**src/rtl/spi_cmd_counter.sv**
```systemverilog
// spi_cmd_counter: decodes bytes from the SPI slave into counter commands,
// runs a 24-bit counter (clear/step/load/free-run) and supplies the MISO byte.
module spi_cmd_counter #(
    parameter int unsigned PRESCALE_W = 20
) (
    input  logic        clk,
    input  logic        rst,
    input  logic        ce0_n,
    input  logic [7:0]  rx_data,
    input  logic        rx_valid,
    output logic [7:0]  tx_data,
    output logic [23:0] count,
    output logic        run_en,
    output logic        cmd_err
);

    localparam int unsigned CNT_W = 24;

    localparam logic [7:0] OP_NOP   = 8'h00;
    localparam logic [7:0] OP_CLEAR = 8'h01;
    localparam logic [7:0] OP_INC   = 8'h02;
    localparam logic [7:0] OP_LOAD  = 8'h03;
    localparam logic [7:0] OP_READ  = 8'h04;
    localparam logic [7:0] OP_RUN   = 8'h05;

    localparam logic [PRESCALE_W-1:0] PRESC_ONE  = {{(PRESCALE_W-1){1'b0}}, 1'b1};
    localparam logic [PRESCALE_W-1:0] PRESC_LAST = {PRESCALE_W{1'b1}};

    typedef enum logic [2:0] {
        S_IDLE,
        S_LOAD_H,
        S_LOAD_M,
        S_LOAD_L,
        S_READ_M,
        S_READ_L,
        S_READ_END,
        S_RUN_ARG
    } state_t;

    state_t                r_state;
    logic [PRESCALE_W-1:0] r_presc;
    logic [15:0]           r_hold;
    logic [15:0]           r_snap;
    logic [CNT_W-1:0]      r_count;
    logic [7:0]            r_tx;
    logic                  r_run_en;
    logic                  r_cmd_err;

    logic                  w_acc;
    logic                  w_abort;
    logic                  w_tick;
    logic                  w_cmd_err_nx;
    logic                  w_run_en_nx;
    logic [7:0]            w_status;

    assign count   = r_count;
    assign tx_data = r_tx;
    assign run_en  = r_run_en;
    assign cmd_err = r_cmd_err;

    // Byte acceptance, abort, tick and the flag values STATUS should reflect after this edge
    always_comb begin
        w_acc        = rx_valid && !ce0_n;
        w_abort      = ce0_n && (r_state != S_IDLE);
        w_tick       = r_run_en && (r_presc == PRESC_LAST);
        w_cmd_err_nx = r_cmd_err;
        w_run_en_nx  = r_run_en;
        if (w_acc && (r_state == S_IDLE)) begin
            if (rx_data == OP_CLEAR) begin
                w_cmd_err_nx = 1'b0;
            end else if (rx_data > OP_RUN) begin
                w_cmd_err_nx = 1'b1;
            end
        end
        if (w_acc && (r_state == S_RUN_ARG)) begin
            w_run_en_nx = rx_data[0];
        end
        w_status = {2'b10, 4'b0000, w_cmd_err_nx, w_run_en_nx};
    end

    // Command FSM, counter, prescaler and MISO byte; later assignments take priority
    always_ff @(posedge clk or posedge rst) begin
        if (rst) begin
            r_state   <= S_IDLE;
            r_presc   <= '0;
            r_hold    <= '0;
            r_snap    <= '0;
            r_count   <= '0;
            r_tx      <= 8'h80;
            r_run_en  <= 1'b0;
            r_cmd_err <= 1'b0;
        end else begin
            r_cmd_err <= w_cmd_err_nx;
            r_run_en  <= w_run_en_nx;

            if (w_acc && (r_state == S_RUN_ARG)) begin
                r_presc <= '0;
            end else if (r_run_en) begin
                r_presc <= r_presc + PRESC_ONE;
            end else begin
                r_presc <= '0;
            end

            // Tick applies unless an accepted CLEAR/INC/LOAD_L below overrides it
            if (w_tick) begin
                r_count <= r_count + 24'd1;
            end

            if (w_abort) begin
                r_state <= S_IDLE;
                r_hold  <= '0;
                r_tx    <= w_status;
            end else begin
                case (r_state)
                    S_IDLE: begin
                        r_tx <= w_status;
                        if (w_acc) begin
                            case (rx_data)
                                OP_NOP:   ;
                                OP_CLEAR: r_count <= '0;
                                OP_INC:   r_count <= r_count + 24'd1;
                                OP_LOAD:  r_state <= S_LOAD_H;
                                OP_READ: begin
                                    r_snap  <= r_count[15:0];
                                    r_tx    <= r_count[23:16];
                                    r_state <= S_READ_M;
                                end
                                OP_RUN:   r_state <= S_RUN_ARG;
                                default:  ;
                            endcase
                        end
                    end
                    S_LOAD_H: if (w_acc) begin
                        r_hold[15:8] <= rx_data;
                        r_state      <= S_LOAD_M;
                    end
                    S_LOAD_M: if (w_acc) begin
                        r_hold[7:0] <= rx_data;
                        r_state     <= S_LOAD_L;
                    end
                    S_LOAD_L: if (w_acc) begin
                        r_count <= {r_hold, rx_data};
                        r_hold  <= '0;
                        r_tx    <= w_status;
                        r_state <= S_IDLE;
                    end
                    S_READ_M: if (w_acc) begin
                        r_tx    <= r_snap[15:8];
                        r_state <= S_READ_L;
                    end
                    S_READ_L: if (w_acc) begin
                        r_tx    <= r_snap[7:0];
                        r_state <= S_READ_END;
                    end
                    S_READ_END: if (w_acc) begin
                        r_tx    <= w_status;
                        r_state <= S_IDLE;
                    end
                    S_RUN_ARG: if (w_acc) begin
                        r_tx    <= w_status;
                        r_state <= S_IDLE;
                    end
                    default: r_state <= S_IDLE;
                endcase
            end
        end
    end

endmodule

```
**config.mk**
```make
export PLATFORM = sky130hd
export DESIGN_NAME = spi_cmd_counter
export DESIGN_NICKNAME = d
export VERILOG_FILES = /design/src/rtl/spi_cmd_counter.sv
export SDC_FILE = /design/constraint.sdc
export NUM_CORES = 1
export LEC_CHECK = 0
export CAP_MARGIN = 5
export CORE_ASPECT_RATIO = 0.75
export CORE_UTILIZATION = 30
export DETAILED_ROUTE_END_ITERATION = 8
export PLACE_DENSITY_LB_ADDON = 0.05
export SYNTH_ARGS = -nofsm -noshare
export SYNTH_HDL_FRONTEND = slang
export SYNTH_SLANG_ARGS = --single-unit
```
**constraint.sdc**
```tcl
create_clock -name clk -period 3.2 [get_ports clk]
set_clock_uncertainty 0.1 [all_clocks]
set_input_delay 0.96 -clock clk [delete_from_list [all_inputs] [get_ports clk]]
set_output_delay 0.96 -clock clk [all_outputs]
set_load 0.03 [all_outputs]
```
After elaboration in Yosys (flattened, before gate mapping) --
Cells that the tools add are included.
Storage, ports and cells: register bits after elaboration 89, input port bits 12
Cells by class: $add $sub $neg 2, multiplexer cells 33, bitwise operators 1, order comparisons 1, equality and inequality tests 21, reductions and logical operators 17
Operators with widths (count):
- 24-bit two-way mux | 4
- 24-bit one-hot mux with 2 select lines | 2
- 8-bit two-way mux | 7
- 20-bit two-way mux | 2
- 16-bit two-way mux | 2
- 8-bit one-hot mux with 2 select lines | 2
- 8-bit one-hot mux with 4 select lines | 1
- 24-bit by 1-bit adder with 24-bit output, second input constant | 1
- 3-bit two-way mux | 7
- 20-bit by 1-bit adder with 20-bit output, second input constant | 1
- 20-bit == test, second input constant | 1
- 3-bit inequality test, second input constant | 6
- 3-bit one-hot mux with 6 select lines | 1
- 8-bit by 2-bit == test with 1-bit output, second input constant | 2
- 8-bit by 3-bit == test with 1-bit output, second input constant | 2
- 3-bit == test, second input constant | 4
- 3-bit one-hot mux with 3 select lines | 1
- 3-bit nonzero test | 3
- 8-bit by 1-bit == test with 1-bit output, second input constant | 1
- 8-bit by 3-bit greater-than comparator with 1-bit output, second input constant | 1
- 4-bit AND reduction | 2
- 7-bit AND reduction | 1
- 3-bit by 2-bit == test with 1-bit output, second input constant | 2
- 3-bit AND reduction | 2
- 10 further kinds | 17

Longest topological paths before layout --
Gate-level depths: netlist of run 1.
depth in word-level cells 8, depth in mapped cells 10, mapped depth without buffers 7

Worst setup path before layout of run 1 --
No wires, ideal clock.
path kind input port to flip-flop, start point input port rx_data[6], end point register r_snap[0], data arrival time 2549 ps, cell stages on the path 6, buffers on the path 1, library setup time 125 ps, setup slack 426 ps, cell sequence or4_4 > or2_4 > nor3_4 > nand2_4 > buf_6 > mux2_4
On the way: cells in the longest elaborated chain, start to end 2
RTL lines:
- start, declared | RTL line 9 | input logic [7:0] rx_data,
- 8-bit by 3-bit == test with 1-bit output | RTL line 118 | case (rx_data)
- 4-bit AND reduction (no line)
- end signal, assigned | RTL line 124 | r_snap <= r_count[15:0];
- end, declared | RTL line 43 | logic [15:0] r_snap;
No other way between the ends. A chain may end at the register's enable or synchronous reset.

Final worst setup path of run 1 --
start point input port rx_data[6], end point register r_count[9], in the netlist count[9]
On the way: cells in the longest elaborated chain, start to end 5, elaborated cells on any way between the ends 6, classes of those cells eq/ne (2); mux (4)
RTL lines:
- 8-bit by 2-bit == test with 1-bit output / 8-bit by 1-bit == test with 1-bit output (equally long branches) | RTL line 118
- 24-bit one-hot mux with 2 select lines (*) | RTL line 118
- 24-bit two-way mux (*) | RTL line 117 | if (w_acc) begin
- 24-bit one-hot mux with 2 select lines (*) | RTL line 114 | case (r_state)
- 24-bit two-way mux (*) | RTL line 109 | if (w_abort) begin
- end signal, assigned | RTL line 106 | r_count <= r_count + 24'd1;
- end signal, assigned | RTL line 121 | OP_INC: r_count <= r_count + 24'd1;
- end signal, assigned | RTL line 142 | r_count <= {r_hold, rx_data};
- end, declared | RTL line 44 | logic [CNT_W-1:0] r_count;
Every way passes the cells marked *; elsewhere a longest branch is shown, timed or not.

==> results of run 1 <==
[per-layer routing]
| layer | wire (um) | share of wire | vias up | track usage |
|---|---|---|---|---|
| met5 | 0 | 0 | - | 0 |
| met2 | 6007 | 0.40 | 101 | 0.2549 |
| met1 | 8434 | 0.56 | 2064 | 0.3096 |
| met4 | 120 | 0.0079 | 0 | 0.03946 |
| met3 | 629 | 0.041 | 12 | 0.04065 |
| li1 | - | - | 1998 | - |
[through the flow]
stage,std cells,util,worst slack (ps)
global route,804,0.3863,37.50
global placement,788,0.3672,-171.8
floorplan,516,-,426.2
detailed placement,788,0.3672,-167.6
CTS,804,0.3863,202.4
finish,804,0.3863,192.3
[power groups by stage]
stage / logic [uW] / clock network (uW) / registers [uW]
final: 824 / 1110 / 1400
after global routing: 904 / 1200 / 1410
after CTS: 828 / 1140 / 1390
after detailed placement: 827 / 0 / 1410
after global placement: 824 / 0 / 1410
after floorplan: 481 / 0 / 1410
[area by class of cell]
cell class,instances,area [um2]
repair buffers,88,848.3
clock buffers,11,242.7
multi-input cells,393,2489
flip-flops and latches,89,2228
inverters,8,33.78
clock inverters,5,62.56
well taps,210,262.8
fillers,1610,9798
[kinds of logic (layout without fill, tap and decap cells)]
| group | count (synthesis) | in the layout | share of synthesized area |
|---|---|---|---|
| and+or+nand+nor | 217 | 217 | 0.2330 |
| AOI/OAI and AO/OA | 128 | 128 | 0.1726 |
| DFF | 89 | 89 | 0.4561 |
| buffers and inverters | 34 | 112 | 0.03559 |
| muxes | 24 | 24 | 0.05813 |
| xor gates and xnor gates | 22 | 22 | 0.03944 |
| adders and majority gates | 2 | 2 | 0.005121 |
[path summary, 6_finish.rpt]
| check | end | slack [ps] | cells after the start |
|---|---|---|---|
| max in group asynchronous | tx_data[7] | 1550 | 3 |
| min in group asynchronous | r_state[1] | 890 | 2 |
| worst min-delay path | r_hold[12] | 390 | 2 |
| worst min register to register | r_hold[12] | 390 | 2 |
| worst max register to register | count[9] | 580 | 7 |
| worst max-delay path | count[9] | 190 | 7 |
[worst max-delay path, stage by stage]
cell,delay [ps]
clkdlybuf4s50_1,470
or4_4,610
nor4_4,330
o21ai_0,150
o31a_1,130
o22a_1,230
a221o_1,260
[layout by cell type, fill, tap and decap left out, types with 4 or more instances in the layout]
master and count:
o21ai_0 32, a21oi_1 23, clkdlybuf4s50_1 45, dfrtp_1 88, and2_1 7, mux2_2 11
a21o_1 5, buf_12 6, buf_4 37, or2_2 4, nand2b_1 8, nor2_1 42
xnor2_1 8, clkbuf_16 9, a31oi_1 6, mux2_4 6, a22o_1 6, nand3_1 14
mux2i_1 7, o21ai_1 14, nor3_1 6, nor2b_1 5, xor2_1 14, a41oi_1 5
a32o_1 6, inv_1 7, and3_1 10, nand2_1 82, nand4_1 11
[registers in the layout (all words and copies together), names as in the netlist]
signal / flops
r_presc: 20
r_state: 3
run_en: 1
r_snap: 16
r_hold: 16
count: 24
tx_data: 8
cmd_err: 1
==> summary.txt, run 1 <==
top cells by area, synth = dfrtp_1 45%, nand2_1 6.3%, o21ai_0 3.3%, nor2_1 3.2%, mux2_2 2.5%
status = finished, final reports clean
logic gate share of total power = 0.248
area grow syn2layout = 26.22%
Switching Power = 1097 uW
Final Hold Vio Count = 0
most frequent cells after synthesis = 88 x dfrtp_1, 82 x nand2_1, 42 x nor2_1, 32 x o21ai_0, 23 x a21oi_1
kind of critical path = input pin to register
Sink Count = 89
Reg clk slew, reported paths = 60 ps
core area = 15970 um2
WP data required = 3340 ps
worst hold path class = register to register
Clock Latency Late Sink = 350 ps
setup tns final = 0 ps
Die W = 149.4 um
Power Density = 539.1 nW/um2
design area = 6167 um2
starting density of the core = 0.3060
P_leak = 0.002630 uW
Yosys cell types = 71
Avg WL per Cell = 18.90 um
Rows = 40
worst-path maximum fanout = 4
Int Power = 2227 uW
r2r startpoint = r_presc[0]
Synth top area share = 0.4507
Worst setup SP type = input pin
fraction of the yosys area taken by sequential cells = 0.4561
overall power = 3324 uW
worst slew pin tran = 634.6 ps
GP Congestion = 0.8333
max frequency = 332.5 MHz
Top Ports = 46
TritonRoute pass-1 iters = 5
unrepaired setup endpoints after global routing = false
Critical Path Start = rx_data[6]
layout cells sized above 1 = 0.1751
antenna-violating nets left = 0
Post-synth EDFFs = 0
GRT Residual Overflow = 0
period utilisation layout = 0.9399
syn_nets = 530
Hold WS = 387.9 ps
WL final = 15190 um
Clock Path Buffers = 2
fin. max-slew vios = 0
CTS tree = built
pin count of the biggest net entering global routing = 31
die height = 112.5 um
sw frac = 0.3301
worst vdd ir = 0.2548 mV
Yosys Warn Count = 0
Residual DRC = 0
Synth area leader = dfrtp_1
Critical Path AT = 3140 ps
cell area after synthesis = 4886 um2
Global Route Usage Sum = 0.1922
detailed placement HPWL = 11560 um
hold_buf cts = 0
Placed Area = 5862 um2
antenna violations before repair = 0
Final #Nets = 603
root buffer cell = clkbuf_16
Gate Count Post-Synth = 516
synthesized area per cell = 9.469 um2
Setup crit end kind = register
maximum capacitance violations = 0
Worst Hold Launch = r_hold[12]
DIE AREA = 16810 um2
sequential share of power = 0.420
count of state elements after synthesis = 89
I/O Buffers = 45
first-pass GRT wire length = 24040 um
minimum clock period = 3008 ps
H-Tree Depth = 3
vias in the first global route = 4060
Worst slew margin = 0.5761
top-count cell post-synth = dfrtp_1
Synth Flop Type = dfrtp_1
postcts setup bufs = 0
Setup-failing EPs final = 0
Clk network pwr share = 0.333
asr flop ratio synth = 1.000
1st-iter DRT viols = 397
TritonCTS buffer count = 9
diode count = 0
Vias per Instance = 5.193
Gates resized, CTS repair = 0
Vias = 4175
No activity file was read; power rests on OpenSTA's default activity.
==> run 2: changes to the inputs <==
HOLD_SLACK_MARGIN = 0.15   (was default)
REMOVE_ABC_BUFFERS = 1   (was default)
TNS_END_PERCENT = 5   (was default)
==> summary.txt, run 2 (same netlist as run 1, synthesis figures left out) <==
status = finished, final reports clean
Hold Path Depth = 2
worst hold path class = register to register
1st-iter DRT viols = 294
Hold WS = 381.8 ps
final core utilization = 0.3807
worst-path maximum fanout = 6
reg2reg end = count[9]
r2r startpoint = r_presc[0]
cell chain of the critical path = clkdlybuf4s50_1, or4_4, nor4_4, o31ai_2, nand2_1, nand4_1, a32o_1
Vias per Instance = 5.183
root buffer cell = clkbuf_16
R2R depth = 7
Non-Filler Instances = 798
worst slew pin tran = 643.8 ps
worst vdd ir = 0.2497 mV
H-Tree Depth = 3
Power Density = 545.0 nW/um2
GRT Residual Overflow = 0
WP data required = 3340 ps
CTS tree = built
kind of critical path = input pin to register
max frequency = 335.8 MHz
Final Hold Vio Count = 0
Bufs and invs on worst path = 1
GP Congestion = 0.8075
minimum clock period = 2978 ps
period utilisation layout = 0.9307
Rows = 40
Global Route Usage Sum = 0.1919
antenna-violating nets left = 0
Final #Nets = 597
fin. max-slew vios = 0
Clock Latency Late Sink = 350 ps
Worst slew margin = 0.5699
Vias = 4136
CP max-delay cell = or4_4
Reg clk slew, reported paths = 70 ps
P_leak = 0.002597 uW
starting density of the core = 0.3060
first-pass GRT wire length = 24090 um
WHS Endpoint = r_snap[4]
DIE AREA = 16810 um2
fillers = 1613
Worst setup SP type = input pin
Setup-failing EPs final = 0
postcts setup bufs = 0
TritonRoute pass-1 iters = 4
layout cells sized above 1 = 0.1684
max FFs per register = 24
Residual DRC = 0
die height = 112.5 um
Top delay family on crit path = simple AND/OR/NAND/NOR gates
hold_buf cts = 0
Critical Path Start = rx_data[6]
maximum capacitance violations = 0
Avg WL per Cell = 18.90 um
Setup crit end kind = register
Sink Count = 89
overall power = 3313 uW
max incr delay on CP = 590 ps
most common cell after layout, fill and taps aside = dfrtp_1
detailed placement HPWL = 11120 um
pin count of the biggest net entering global routing = 90
Clock Path Buffers = 2
most frequent cells in the layout = 88 x dfrtp_1, 82 x nand2_1, 45 x clkdlybuf4s50_1
area grow syn2layout = 24.40%
vias in the first global route = 4096
core area = 15970 um2
diode count = 0
Gates resized, CTS repair = 0
antenna violations before repair = 0
Die W = 149.4 um
placed insts = 782
I/O Buffers = 45
TritonCTS buffer count = 9
r2r setup slk = 680 ps
unrepaired setup endpoints after global routing = false
Critical Path AT = 3120 ps
Top Ports = 46
WL final = 15090 um
Worst Hold Launch = r_snap[4]
## run 2: cell count changes in the layout (fill, tap and decap cells not counted), sizes merged
cell | before | now
inv | 9 | 8
clkinv | 0 | 4
clkinvlp | 3 | 0
buf | 43 | 37
## run 2: cell type report
| class | instances | area, um2 | share of cell area |
|---|---|---|---|
| multi-input cells | 393 | 2489 | 0.4094 |
| well taps | 210 | 262.8 | 0.04323 |
| clock buffers | 11 | 252.7 | 0.04158 |
| flip-flops and latches | 89 | 2228 | 0.3666 |
| repair buffers | 82 | 753.2 | 0.1239 |
| inverters | 8 | 31.28 | 0.005146 |
| clock inverters | 5 | 61.31 | 0.01009 |
## run 2: how the worst max path moves through the flow
stage / to / slack, ps / depth (start not counted)
5_1_grt: count[23] / 90 / 7
3_3_place_gp: tx_data[2] / -150 / 9
4_1_cts: count[16] / 220 / 7
2_1_floorplan: cmd_err / -170 / 1
6_report: count[16] / 220 / 7
3_5_place_dp: count[16] / -150 / 7
## run 2: worst reg2reg max path: cells and delay by family (launching register included)
kind	cells	cell delay, ps
compound gates	3	790
fa+ha+maj	1	270
buf+inv	1	110
flops	1	380
simple gates	2	760
## run 2: metal layers
metal  global-route usage  up-vias  share of wire
met2               0.2549      105           0.41
met3              0.03455       11          0.044
met4              0.05510        0          0.012
met5                    0        -              0
met1               0.3066     2038           0.54
li1                     -     1982              -
## run 2: stage by stage
stage | TNS [ps] | setup slack [ps] | area (um2)
global placement | -3369 | -145.7 | 5764
global route | 0 | 91.11 | 6078
floorplan | -14540 | -165.3 | 4742
CTS | 0 | 219.5 | 6078
finish | 0 | 221.6 | 6078
detailed placement | -3071 | -150.0 | 5764
## run 2: power by group
part	switching [uW]	internal (uW)	leakage, uW
Sequential	155	1250	0.00120
Clock	472	652	0.000156
Combinational	463	315	0.00124
==> run 3: changes to the inputs <==
SLEW_MARGIN = 20   (was default)
==> results of run 3 <==
Same layout as run 2: the final DEF is identical, and so are final timing and power.
